===== src/rtl/mem_stage_pkg.sv =====
// Shared encodings for the memory stage: op kinds, RV32I load/store width codes, FSM states.
// Decode imports this too so in_kind/in_funct3 encodings live in one place.
package mem_stage_pkg;

    typedef enum logic [1:0] {
        KIND_PASS  = 2'b00,
        KIND_LOAD  = 2'b01,
        KIND_STORE = 2'b10,
        KIND_RSVD  = 2'b11
    } kind_e;

    localparam logic [2:0] F3_B  = 3'b000;
    localparam logic [2:0] F3_H  = 3'b001;
    localparam logic [2:0] F3_W  = 3'b010;
    localparam logic [2:0] F3_BU = 3'b100;
    localparam logic [2:0] F3_HU = 3'b101;

    typedef enum logic [1:0] {S_IDLE, S_REQ, S_WAIT, S_RESP} state_e;

    typedef enum logic [1:0] {SZ_B, SZ_H, SZ_W} size_e;

    // Unsupported width codes fall back to a full word.
    function automatic size_e f3_size(input logic [2:0] f3);
        size_e r;
        case (f3)
            F3_B, F3_BU: r = SZ_B;
            F3_H, F3_HU: r = SZ_H;
            default:     r = SZ_W;
        endcase
        return r;
    endfunction

    function automatic logic f3_unsigned(input logic [2:0] f3);
        return (f3 == F3_BU) || (f3 == F3_HU);
    endfunction

    function automatic logic is_misaligned(input logic [2:0] f3, input logic [1:0] alo);
        logic r;
        case (f3_size(f3))
            SZ_H:    r = alo[0];
            SZ_W:    r = |alo;
            default: r = 1'b0;
        endcase
        return r;
    endfunction

endpackage


===== src/rtl/mem_stage_if.sv =====
// Execute-side, data-memory-side and writeback-side signals of the memory stage.
// slave = the stage itself, master = its environment.
interface mem_stage_if;
    logic        in_valid;
    logic        in_ready;
    logic [1:0]  in_kind;
    logic [2:0]  in_funct3;
    logic [31:0] in_addr;
    logic [31:0] in_wdata;
    logic [4:0]  in_rd;
    logic        mem_valid;
    logic        mem_ready;
    logic [31:0] mem_addr;
    logic [3:0]  mem_wstrb;
    logic [31:0] mem_wdata;
    logic        mem_rvalid;
    logic [31:0] mem_rdata;
    logic        out_valid;
    logic        out_ready;
    logic [31:0] out_data;
    logic [4:0]  out_rd;
    logic        bus_err;

    modport slave (
        input  in_valid, in_kind, in_funct3, in_addr, in_wdata, in_rd,
        input  mem_ready, mem_rvalid, mem_rdata, out_ready,
        output in_ready, mem_valid, mem_addr, mem_wstrb, mem_wdata,
        output out_valid, out_data, out_rd, bus_err
    );

    modport master (
        output in_valid, in_kind, in_funct3, in_addr, in_wdata, in_rd,
        output mem_ready, mem_rvalid, mem_rdata, out_ready,
        input  in_ready, mem_valid, mem_addr, mem_wstrb, mem_wdata,
        input  out_valid, out_data, out_rd, bus_err
    );
endinterface


===== src/rtl/mem_align.sv =====
// Combinational lane logic: store strobes/lane replication and load byte/half extract with extension.
// Zero latency, no flow control.
module mem_align
    import mem_stage_pkg::*;
(
    input  logic [2:0]  req_funct3,
    input  logic [1:0]  req_alo,
    input  logic [31:0] req_data,
    output logic [3:0]  req_strb,
    output logic [31:0] req_lanes,
    input  logic [2:0]  rsp_funct3,
    input  logic [1:0]  rsp_alo,
    input  logic [31:0] rsp_rdata,
    output logic [31:0] rsp_data
);

    logic [31:0] byte_shift;
    logic [7:0]  rsp_byte;
    logic [15:0] rsp_half;
    logic        rsp_uns;

    always_comb begin
        req_strb  = 4'b1111;
        req_lanes = req_data;
        case (f3_size(req_funct3))
            SZ_B: begin
                req_strb  = 4'b0001 << req_alo;
                req_lanes = {4{req_data[7:0]}};
            end
            SZ_H: begin
                req_strb  = req_alo[1] ? 4'b1100 : 4'b0011;
                req_lanes = {2{req_data[15:0]}};
            end
            default: begin
                req_strb  = 4'b1111;
                req_lanes = req_data;
            end
        endcase
    end

    assign byte_shift = rsp_rdata >> {rsp_alo, 3'b000};
    assign rsp_byte   = byte_shift[7:0];
    assign rsp_half   = rsp_alo[1] ? rsp_rdata[31:16] : rsp_rdata[15:0];
    assign rsp_uns    = f3_unsigned(rsp_funct3);

    always_comb begin
        rsp_data = rsp_rdata;
        case (f3_size(rsp_funct3))
            SZ_B:    rsp_data = rsp_uns ? {24'b0, rsp_byte} : {{24{rsp_byte[7]}}, rsp_byte};
            SZ_H:    rsp_data = rsp_uns ? {16'b0, rsp_half} : {{16{rsp_half[15]}}, rsp_half};
            default: rsp_data = rsp_rdata;
        endcase
    end

endmodule


===== src/rtl/mem_stage.sv =====
// Memory-access stage: one op in flight, single-outstanding memory port, timeout abort; pass 1 / store 2 / load 3 cycles best case.
// Holds in_ready low outside IDLE and out_valid until out_ready; MEM_STAGE_MISALIGN_TRAP_EN enables misaligned H/W traps.
module mem_stage
    import mem_stage_pkg::*;
#(
    parameter int unsigned TIMEOUT_CYC = 255
) (
    input  logic        clk,
    input  logic        reset,
    mem_stage_if.slave  bus
);

    localparam logic [7:0] TMO_LAST = 8'(TIMEOUT_CYC - 1);

    state_e      state;
    logic [7:0]  tmo_cnt;
    logic        op_load;
    logic [4:0]  op_rd;
    logic [2:0]  op_funct3;
    logic [1:0]  op_alo;

    logic        in_ready_r;
    logic        mem_valid_r;
    logic [31:0] mem_addr_r;
    logic [3:0]  mem_wstrb_r;
    logic [31:0] mem_wdata_r;
    logic        out_valid_r;
    logic [31:0] out_data_r;
    logic [4:0]  out_rd_r;
    logic        bus_err_r;

    logic [3:0]  al_strb;
    logic [31:0] al_lanes;
    logic [31:0] al_ld;
    logic        is_mem;
    logic        is_store;
    logic        trap;
    logic        tmo_hit;

    mem_align u_align (
        .req_funct3 (bus.in_funct3),
        .req_alo    (bus.in_addr[1:0]),
        .req_data   (bus.in_wdata),
        .req_strb   (al_strb),
        .req_lanes  (al_lanes),
        .rsp_funct3 (op_funct3),
        .rsp_alo    (op_alo),
        .rsp_rdata  (bus.mem_rdata),
        .rsp_data   (al_ld)
    );

    assign is_store = (bus.in_kind == KIND_STORE);
    assign is_mem   = (bus.in_kind == KIND_LOAD) || is_store;
    assign tmo_hit  = (tmo_cnt == TMO_LAST);

`ifdef MEM_STAGE_MISALIGN_TRAP_EN
    assign trap = is_misaligned(bus.in_funct3, bus.in_addr[1:0]);
`else
    assign trap = 1'b0;
`endif

    always_ff @(posedge clk or posedge reset) begin
        if (reset) begin
            state       <= S_IDLE;
            tmo_cnt     <= 8'd0;
            op_load     <= 1'b0;
            op_rd       <= 5'd0;
            op_funct3   <= 3'd0;
            op_alo      <= 2'd0;
            in_ready_r  <= 1'b0;
            mem_valid_r <= 1'b0;
            mem_addr_r  <= 32'd0;
            mem_wstrb_r <= 4'd0;
            mem_wdata_r <= 32'd0;
            out_valid_r <= 1'b0;
            out_data_r  <= 32'd0;
            out_rd_r    <= 5'd0;
            bus_err_r   <= 1'b0;
        end else begin
            bus_err_r <= 1'b0;
            case (state)
                S_IDLE: begin
                    in_ready_r <= 1'b1;
                    if (bus.in_valid && in_ready_r) begin
                        in_ready_r <= 1'b0;
                        op_load    <= (bus.in_kind == KIND_LOAD);
                        op_rd      <= bus.in_rd;
                        op_funct3  <= bus.in_funct3;
                        op_alo     <= bus.in_addr[1:0];
                        if (!is_mem) begin
                            out_valid_r <= 1'b1;
                            out_data_r  <= bus.in_addr;
                            out_rd_r    <= bus.in_rd;
                            state       <= S_RESP;
                        end else if (trap) begin
                            out_valid_r <= 1'b1;
                            bus_err_r   <= 1'b1;
                            out_data_r  <= 32'd0;
                            out_rd_r    <= 5'd0;
                            state       <= S_RESP;
                        end else begin
                            mem_valid_r <= 1'b1;
                            mem_addr_r  <= {bus.in_addr[31:2], 2'b00};
                            mem_wstrb_r <= is_store ? al_strb : 4'b0000;
                            mem_wdata_r <= is_store ? al_lanes : 32'd0;
                            tmo_cnt     <= 8'd0;
                            state       <= S_REQ;
                        end
                    end
                end
                S_REQ: begin
                    if (bus.mem_ready) begin
                        mem_valid_r <= 1'b0;
                        mem_wstrb_r <= 4'b0000;
                        tmo_cnt     <= 8'd0;
                        if (op_load) begin
                            state <= S_WAIT;
                        end else begin
                            out_valid_r <= 1'b1;
                            out_data_r  <= 32'd0;
                            out_rd_r    <= 5'd0;
                            state       <= S_RESP;
                        end
                    end else if (tmo_hit) begin
                        mem_valid_r <= 1'b0;
                        mem_wstrb_r <= 4'b0000;
                        out_valid_r <= 1'b1;
                        bus_err_r   <= 1'b1;
                        out_data_r  <= 32'd0;
                        out_rd_r    <= 5'd0;
                        state       <= S_RESP;
                    end else begin
                        tmo_cnt <= tmo_cnt + 8'd1;
                    end
                end
                S_WAIT: begin
                    if (bus.mem_rvalid) begin
                        out_valid_r <= 1'b1;
                        out_data_r  <= al_ld;
                        out_rd_r    <= op_rd;
                        state       <= S_RESP;
                    end else if (tmo_hit) begin
                        out_valid_r <= 1'b1;
                        bus_err_r   <= 1'b1;
                        out_data_r  <= 32'd0;
                        out_rd_r    <= 5'd0;
                        state       <= S_RESP;
                    end else begin
                        tmo_cnt <= tmo_cnt + 8'd1;
                    end
                end
                S_RESP: begin
                    if (bus.out_ready) begin
                        out_valid_r <= 1'b0;
                        out_data_r  <= 32'd0;
                        out_rd_r    <= 5'd0;
                        in_ready_r  <= 1'b1;
                        state       <= S_IDLE;
                    end
                end
                default: state <= S_IDLE;
            endcase
        end
    end

    assign bus.in_ready  = in_ready_r;
    assign bus.mem_valid = mem_valid_r;
    assign bus.mem_addr  = mem_addr_r;
    assign bus.mem_wstrb = mem_wstrb_r;
    assign bus.mem_wdata = mem_wdata_r;
    assign bus.out_valid = out_valid_r;
    assign bus.out_data  = out_data_r;
    assign bus.out_rd    = out_rd_r;
    assign bus.bus_err   = bus_err_r;

endmodule


===== src/flat_wrapper.sv =====
// flat-port wrapper written by rule: the top's interface ports become plain ports
module mem_stage_flat import mem_stage_pkg::*;
#(
    parameter int unsigned TIMEOUT_CYC = 255
)
  (clk, reset, bus_in_valid, bus_in_kind, bus_in_funct3, bus_in_addr, bus_in_wdata, bus_in_rd, bus_mem_ready, bus_mem_rvalid, bus_mem_rdata, bus_out_ready, bus_in_ready, bus_mem_valid, bus_mem_addr, bus_mem_wstrb, bus_mem_wdata, bus_out_valid, bus_out_data, bus_out_rd, bus_bus_err);
  mem_stage_if bus_i ();
  input  logic clk;
  input  logic reset;
  input wire logic [$bits(bus_i.in_valid)-1:0] bus_in_valid;
  input wire logic [$bits(bus_i.in_kind)-1:0] bus_in_kind;
  input wire logic [$bits(bus_i.in_funct3)-1:0] bus_in_funct3;
  input wire logic [$bits(bus_i.in_addr)-1:0] bus_in_addr;
  input wire logic [$bits(bus_i.in_wdata)-1:0] bus_in_wdata;
  input wire logic [$bits(bus_i.in_rd)-1:0] bus_in_rd;
  input wire logic [$bits(bus_i.mem_ready)-1:0] bus_mem_ready;
  input wire logic [$bits(bus_i.mem_rvalid)-1:0] bus_mem_rvalid;
  input wire logic [$bits(bus_i.mem_rdata)-1:0] bus_mem_rdata;
  input wire logic [$bits(bus_i.out_ready)-1:0] bus_out_ready;
  output wire logic [$bits(bus_i.in_ready)-1:0] bus_in_ready;
  output wire logic [$bits(bus_i.mem_valid)-1:0] bus_mem_valid;
  output wire logic [$bits(bus_i.mem_addr)-1:0] bus_mem_addr;
  output wire logic [$bits(bus_i.mem_wstrb)-1:0] bus_mem_wstrb;
  output wire logic [$bits(bus_i.mem_wdata)-1:0] bus_mem_wdata;
  output wire logic [$bits(bus_i.out_valid)-1:0] bus_out_valid;
  output wire logic [$bits(bus_i.out_data)-1:0] bus_out_data;
  output wire logic [$bits(bus_i.out_rd)-1:0] bus_out_rd;
  output wire logic [$bits(bus_i.bus_err)-1:0] bus_bus_err;
  assign bus_i.in_valid = bus_in_valid;
  assign bus_i.in_kind = bus_in_kind;
  assign bus_i.in_funct3 = bus_in_funct3;
  assign bus_i.in_addr = bus_in_addr;
  assign bus_i.in_wdata = bus_in_wdata;
  assign bus_i.in_rd = bus_in_rd;
  assign bus_i.mem_ready = bus_mem_ready;
  assign bus_i.mem_rvalid = bus_mem_rvalid;
  assign bus_i.mem_rdata = bus_mem_rdata;
  assign bus_i.out_ready = bus_out_ready;
  assign bus_in_ready = bus_i.in_ready;
  assign bus_mem_valid = bus_i.mem_valid;
  assign bus_mem_addr = bus_i.mem_addr;
  assign bus_mem_wstrb = bus_i.mem_wstrb;
  assign bus_mem_wdata = bus_i.mem_wdata;
  assign bus_out_valid = bus_i.out_valid;
  assign bus_out_data = bus_i.out_data;
  assign bus_out_rd = bus_i.out_rd;
  assign bus_bus_err = bus_i.bus_err;
  mem_stage #(.TIMEOUT_CYC(TIMEOUT_CYC)) u_core (.clk(clk), .reset(reset), .bus(bus_i));
endmodule

===== config.mk =====
export PLATFORM = sky130hd
export DESIGN_NAME = mem_stage_flat
export DESIGN_NICKNAME = d
export VERILOG_FILES = /design/src/rtl/mem_stage_pkg.sv /design/src/rtl/mem_stage_if.sv /design/src/rtl/mem_align.sv /design/src/rtl/mem_stage.sv /design/src/flat_wrapper.sv
export SDC_FILE = /design/constraint.sdc
export NUM_CORES = 1
export LEC_CHECK = 0
export CAP_MARGIN = 20
export CORE_AREA = 2 2 99 173
export DETAILED_ROUTE_END_ITERATION = 8
export DIE_AREA = 0 0 101 175
export PLACE_DENSITY = 0.87
export SYNTH_ARGS = -nofsm -noshare
export SYNTH_HDL_FRONTEND = slang
export SYNTH_HIERARCHICAL = 1
export SYNTH_SLANG_ARGS = --single-unit

===== constraint.sdc =====
create_clock -name clk -period 4.5 [get_ports clk]
set_clock_uncertainty 0.1 [all_clocks]
set_input_delay 0.9 -clock clk [delete_from_list [all_inputs] [get_ports clk]]
set_output_delay 0.9 -clock clk [all_outputs]
set_load 0.005 [all_outputs]

==> results of run 1 <==
## power breakdown
group | switching (mW) | internal [mW] | total [mW]
clock | 0.520 | 0.937 | 1.46
sequential | 0.343 | 1.65 | 1.99
combinational | 1.51 | 1.75 | 3.26
## how the worst min path moves through the flow
stage	start	end	slack (ns)	depth (start not counted)
6_report	u_core/bus.mem_wdata[16]$_DFFE_PP0P_	u_core/bus.mem_wdata[16]$_DFFE_PP0P_	0.37	2
5_1_grt	u_core/bus.mem_wdata[16]$_DFFE_PP0P_	u_core/bus.mem_wdata[16]$_DFFE_PP0P_	0.40	2
4_1_cts	u_core/bus.mem_wdata[26]$_DFFE_PP0P_	u_core/bus.mem_wdata[26]$_DFFE_PP0P_	0.38	2
3_5_place_dp	u_core/bus.mem_wdata[26]$_DFFE_PP0P_	u_core/bus.mem_wdata[26]$_DFFE_PP0P_	0.37	2
3_3_place_gp	u_core/bus.mem_wdata[27]$_DFFE_PP0P_	u_core/bus.mem_wdata[27]$_DFFE_PP0P_	0.36	2
2_1_floorplan	u_core/op_funct3[2]$_DFFE_PP0P_	u_core/op_funct3[2]$_DFFE_PP0P_	0.37	1
## metal layers
metal | share of wire, % | vias up | track usage, % | wire length [um]
met3 | 4.8 | 39 | 4.72 | 993
met4 | 3.0 | 0 | 10.4 | 624
met1 | 37 | 2793 | 26.1 | 7700
met5 | 0 | - | 0 | 0
li1 | - | 2700 | - | -
met2 | 55 | 203 | 43.0 | 11500
## state kept, by name, summed over array words and instances (netlist names), 2 cells and up
name / count
u_core/bus.mem_addr: 30
u_core/bus.mem_wdata: 32
u_core/bus.mem_wstrb: 4
u_core/bus.out_data: 32
u_core/bus.out_rd: 5
u_core/op_alo: 2
u_core/op_funct3: 3
u_core/op_rd: 5
u_core/state: 2
u_core/tmo_cnt: 8
## final cells by class
class	instances	area, sq um	area share (%)
antenna	1	2.50	0.0255
sequential	128	3200	32.6
clock buffer	21	450	4.59
tap	192	240	2.45
multi-input combinational	445	3390	34.5
timing repair buffer	230	2300	23.5
inverter	16	65.1	0.663
clock inverter	11	163	1.66
## per-stage QoR
step	cells	setup slack (ns)	utilization, %	hold WS (ns)
2_1_floorplan	641	0.0874	-	0.371
3_3_place_gp	1010	1.22	56.3	0.362
3_5_place_dp	1010	1.17	56.3	0.370
4_1_cts	1042	1.60	60.1	0.383
5_1_grt	1043	1.44	60.2	0.400
6_report	1044	1.60	60.2	0.374
## tightest hold or removal path: stages (launching register included)
cell     delay, ns
dfrtp_1       0.34
nand2_1       0.04
o21ai_0       0.06
## cell usage in the layout (no fill, tap or decap), types with 14 or more instances in the layout
| cell type | Yosys | final |
|---|---|---|
| clkdlybuf4s50_1 | 0 | 218 |
| mux2i_1 | 53 | 53 |
| o21ai_0 | 61 | 61 |
| clkbuf_16 | 0 | 17 |
| o2bb2ai_1 | 27 | 27 |
| inv_1 | 15 | 14 |
| nand2_1 | 108 | 108 |
| mux2_2 | 59 | 59 |
| dfrtp_1 | 128 | 128 |
## logic make-up (layout without fill, tap and decap cells)
kind of cell | Yosys count | after routing | share of synthesized area [%]
compound gates | 172 | 172 | 19.1
fa+ha+maj | 8 | 8 | 1.45
buf+inv | 68 | 278 | 5.46
flops | 128 | 128 | 46.2
mux | 115 | 115 | 18.1
other cells | 1 | 3 | 0.0541
simple gates | 148 | 148 | 9.57
==> impl_metrics.csv, run 1 <==
group,metric,value,unit
routing,routed_wl,20800,um
logic_synthesis,ys.flop_type,"dfrtp_1",
worst_setup_path,cpPeakStageDelay,0.49,ns
worst_setup_path,r2r_end,"u_core/bus.out_data[20]$_DFFE_PP0P_",
floorplanning,pin_count,221,
routing,via_per_inst,5.49,
logic_synthesis,post-synth-top-area-cell,"dfrtp_1",
routing,drtPass1Iterations,4,
timing,finalSetupTns,0,ns
logic_synthesis,ys_ff_latch,128,
timing,setup_viol,0,
worst_setup_path,criticalPathCategory,"in2reg",
logic_synthesis,netlist_area,6930,sq um
cells_and_area,n_fill_cell,1336,
floorplanning,core,16300,sq um
clock_network,cts.sinks,128,
floorplanning,num_rows,62,
logic_synthesis,ys_types,56,
timing,hold_viol,0,
worst_setup_path,cp_slowest_cell,"clkdlybuf4s50_1",
routing,drc,0,
routing,avgRoutedWirePerCell,19.9,um
clock_network,clk_latency,0.42,ns
run,cap_violations,0,
logic_synthesis,synth.avg_cell_area,10.8,sq um
worst_setup_path,end_kind,"register",
floorplanning,die_h,175,um
worst_setup_path,worstPathRequired,4.70,ns
logic_synthesis,seq_area_frac_synth,46.2,%
cells_and_area,area_growth,41.7,%
timing,finalCritPeriodShare,64.4,%
grt,grt_overflow,0,
routing,vias,5735,
logic_synthesis,synth_top_area_share,46.2,%
place,gp_congestion,0.818,
worst_setup_path,setup.reg_to_reg.worst_slack,1.83,ns
grt,grt_use_total,23.7,%
cells_and_area,drive_gt1_share,17.4,%
timing,timing.fmax,345,MHz
logic_synthesis,async_flop_share,100,%
place,port_buffers,218,
min_path,hp-class,"reg2reg",
floorplanning,start_util,42.5,%
logic_synthesis,synth.area.top_cells,"dfrtp_1 (46%), mux2_2 (9.6%), mux2i_1 (7.7%)",
timing,worst_pin_slew,0.904,ns
worst_setup_path,cp_num_cells,7,
logic_synthesis,yosys-top-cells-count,"dfrtp_1 (128), nand2_1 (108), o21ai_0 (61)",
routing,drtIter0Drc,324,
cells_and_area,fin_area,9810,sq um
clock_network,numCtsBuffers,17,
grt,antenna_found_initial,1,
logic_synthesis,synth_edf_count,0,
clock_network,cts_buffer_depth,2,
cells_and_area,nets,958,
worst_setup_path,crit_chain,"clkdlybuf4s50_1 -> inv_1 -> ha_1 -> nand4b_4 -> o21ai_0 -> o21ai_1 -> mux2_2",
clock_network,clk_pin_slew,0.06,ns
worst_setup_path,crit_buf_inv,2,
clock_network,cts_setup_buffers,0,
timing,rsz0062_at_grt,"no",
clock_network,ctsResizeCount,0,
timing,drv_slew,0,
grt,grt_start_max_net_pins,108,
worst_setup_path,crit_path_start_kind,"primary input",
power_and_ir_drop,powerDensity,684,nW/um^2
timing,period_needed,2.90,ns
clock_network,cts.htree.levels,4,
outcome,status,"completed",
place,placed_cell_area,9170,sq um
floorplanning,die_x,101,um
clock_network,clockRootBuffer,"clkbuf_16",
logic_synthesis,synthMostInstantiatedCell,"dfrtp_1",
timing,relSlewSlack,39.7,%
power_and_ir_drop,vdd_drop_max,0.316,mV
floorplanning,dieArea,17700,sq um
worst_setup_path,crit_start,"bus_in_kind[0]",
worst_setup_path,r2r-start,"u_core/state[0]$_DFFE_PP0P_",
worst_setup_path,path_delay_family,"compound AO/OA/AOI/OAI gates",
power_and_ir_drop,p_leak,4.11,nW
worst_setup_path,crit_end,"u_core/bus.mem_valid$_DFFE_PP0P_",
grt,grt_pass1_wl,32000,um
place,place_hpwl,14900,um
clock_network,ctsHoldBuffers,0,
worst_setup_path,worst_ep_arrival_time,3.10,ns
logic_synthesis,yosysWarnings,6,
worst_setup_path,r2r_cells,8,
power_and_ir_drop,report.power.total,6.71,mW
routing,ant_nets,0,
worst_setup_path,cp_max_fo,17,
grt,grt_pass1_vias,5946,
logic_synthesis,syn_inst,640,
clock_network,cts_tree,"built",
Note: power is estimated with default switching activity, not from simulation.
==> run 2, diff against run 1 <==
clock period = 2.53 ns   (was 4.5 ns; I/O delays follow)
==> impl_metrics.csv, run 2 (synthesis results as in run 1) <==
group,metric,value,unit
outcome,status,"completed",
cells_and_area,fin_area,10100,sq um
clock_network,cts.htree.levels,4,
worst_setup_path,cpPeakStageDelay,0.49,ns
place,gp_congestion,0.880,
cells_and_area,layout_common_cells,"clkdlybuf4s50_1 (218), dfrtp_1 (128), nand2_1 (108), o21ai_0 (61), mux2_2 (59)",
clock_network,cts_buffer_depth,2,
worst_setup_path,worstPathRequired,2.75,ns
worst_setup_path,cpMostUsedCell,"buf_4",
routing,via_per_inst,5.56,
floorplanning,dieArea,17700,sq um
grt,met3_usage,4.72,%
clock_network,cts_setup_buffers,0,
cells_and_area,final_cells,1071,
grt,grt_use_total,24.6,%
worst_setup_path,setup.reg_to_reg.worst_slack,0.42,ns
run,cap_violations,0,
floorplanning,pin_count,221,
power_and_ir_drop,report.power.total,12.4,mW
timing,period_needed,2.28,ns
cells_and_area,multiInputGateArea,3390,sq um
place,port_buffers,218,
cells_and_area,register_area,3200,sq um
routing,avgRoutedWirePerCell,20.2,um
power_and_ir_drop,vdd_drop_max,0.705,mV
clock_network,ctsResizeCount,0,
place,dp_slack,-0.118,ns
clock_network,cts.sinks,128,
timing,hold_ws,0.354,ns
worst_setup_path,worst_ep_arrival_time,2.50,ns
floorplanning,die_h,175,um
clock_network,cts_tree,"built",
cells_and_area,utilization,61.9,%
clock_network,clockRootBuffer,"clkbuf_16",
clock_network,numCtsBuffers,17,
floorplanning,die_x,101,um
worst_setup_path,criticalPathCategory,"in2reg",
cells_and_area,area_growth,45.6,%
timing,worst_slack,0.249,ns
grt,met2_usage,43.8,%
timing,timing.fmax,438,MHz
routing,routed_wl,21700,um
grt,grt_overflow,0,
grt,grt_pass1_wl,33500,um
cells_and_area,n_fill_cell,1285,
floorplanning,core,16300,sq um
cells_and_area,nets,986,
worst_setup_path,crit_chain,"clkdlybuf4s50_1 -> inv_1 -> ha_1 -> nor2b_4 -> a2111oi_4 -> buf_4 -> o21ai_4 -> buf_4 -> o2bb2ai_1",
timing,finalCritPeriodShare,90.2,%
routing,vias,5953,
power_and_ir_drop,p_leak,4.26,nW
grt,antenna_found_initial,1,
timing,finalSetupTns,0,ns
timing,setup_viol,0,
place,placed_cell_area,9490,sq um
cells_and_area,final_common_cell,"clkdlybuf4s50_1",
worst_setup_path,cp_slowest_cell,"clkdlybuf4s50_1",
power_and_ir_drop,powerDensity,1230,nW/um^2
timing,hold_viol,0,
place,place_inst,1039,
routing,ant_nets,0,
min_path,hp-class,"in2async",
grt,use_met1,26.7,%
worst_setup_path,crit_path_start_kind,"primary input",
routing,drtPass1Iterations,4,
worst_setup_path,end_kind,"register",
routing,drc,0,
grt,gr-max-usage-layer,"met2",
worst_setup_path,cp_max_fo,10,
grt,grt_start_max_net_pins,69,
place,place_hpwl,16200,um
timing,rsz0062_at_grt,"no",
routing,drtIter0Drc,247,
floorplanning,start_util,42.5,%
timing,worst_pin_slew,0.765,ns
floorplanning,num_rows,62,
clock_network,clk_latency,0.41,ns
timing,drv_slew,0,
clock_network,ctsHoldBuffers,0,
clock_network,clk_pin_slew,0.06,ns
grt,grt_pass1_vias,6289,
timing,relSlewSlack,48.9,%
cells_and_area,drive_gt1_share,20.2,%
## run 2: report_power, final
group | switching, mW | leakage [nW] | internal, mW
Sequential | 0.592 | 1.65 | 2.93
Combinational | 2.88 | 2.33 | 3.48
Clock | 0.956 | 0.286 | 1.55
## run 2: worst paths after layout
check | from | to | depth (start not counted)
worst max-delay path | bus_in_kind[0] | u_core/bus.out_data[12]$_DFFE_PP0P_ | 9
worst min-delay path | reset | u_core/bus.mem_addr[6]$_DFFE_PP0P_ | 2
worst max register to register | u_core/state[1]$_DFFE_PP0P_ | u_core/bus.out_data[12]$_DFFE_PP0P_ | 8
worst min register to register | u_core/bus.mem_wdata[2]$_DFFE_PP0P_ | u_core/bus.mem_wdata[2]$_DFFE_PP0P_ | 2
max in group asynchronous | reset | u_core/bus.mem_addr[21]$_DFFE_PP0P_ | 3
min in group clk | u_core/bus.mem_wdata[2]$_DFFE_PP0P_ | u_core/bus.mem_wdata[2]$_DFFE_PP0P_ | 2
## run 2: worst max-delay path, delay by kind of cell
family / cells / cell delay [ns]
simple gates: 1 / 0.07
compound gates: 3 / 0.60
buf+inv: 4 / 0.94
fa+ha+maj: 1 / 0.38
## run 2: cell type report
type                    count  share of cell area, %
multi-input cells         445                   33.6
clock inverters            13                   1.63
well taps                 192                   2.38
repair buffers            258                   25.7
diodes                      1                 0.0248
clock buffers              18                   4.26
flip-flops and latches    128                   31.8
inverters                  16                  0.633
## run 2: layer usage
metal  share of wire [%]  vias up
met2                  54      253
met4                 4.9        0
met3                 4.8       64
met1                  36     2880
met5                   0        -
li1                    -     2756
==> run 3, diff against run 2 <==
CTS_CLUSTER_DIAMETER = 60   (was default)
==> results of run 3 <==
No change in the layout: final DEF, timing and power equal those of run 2.
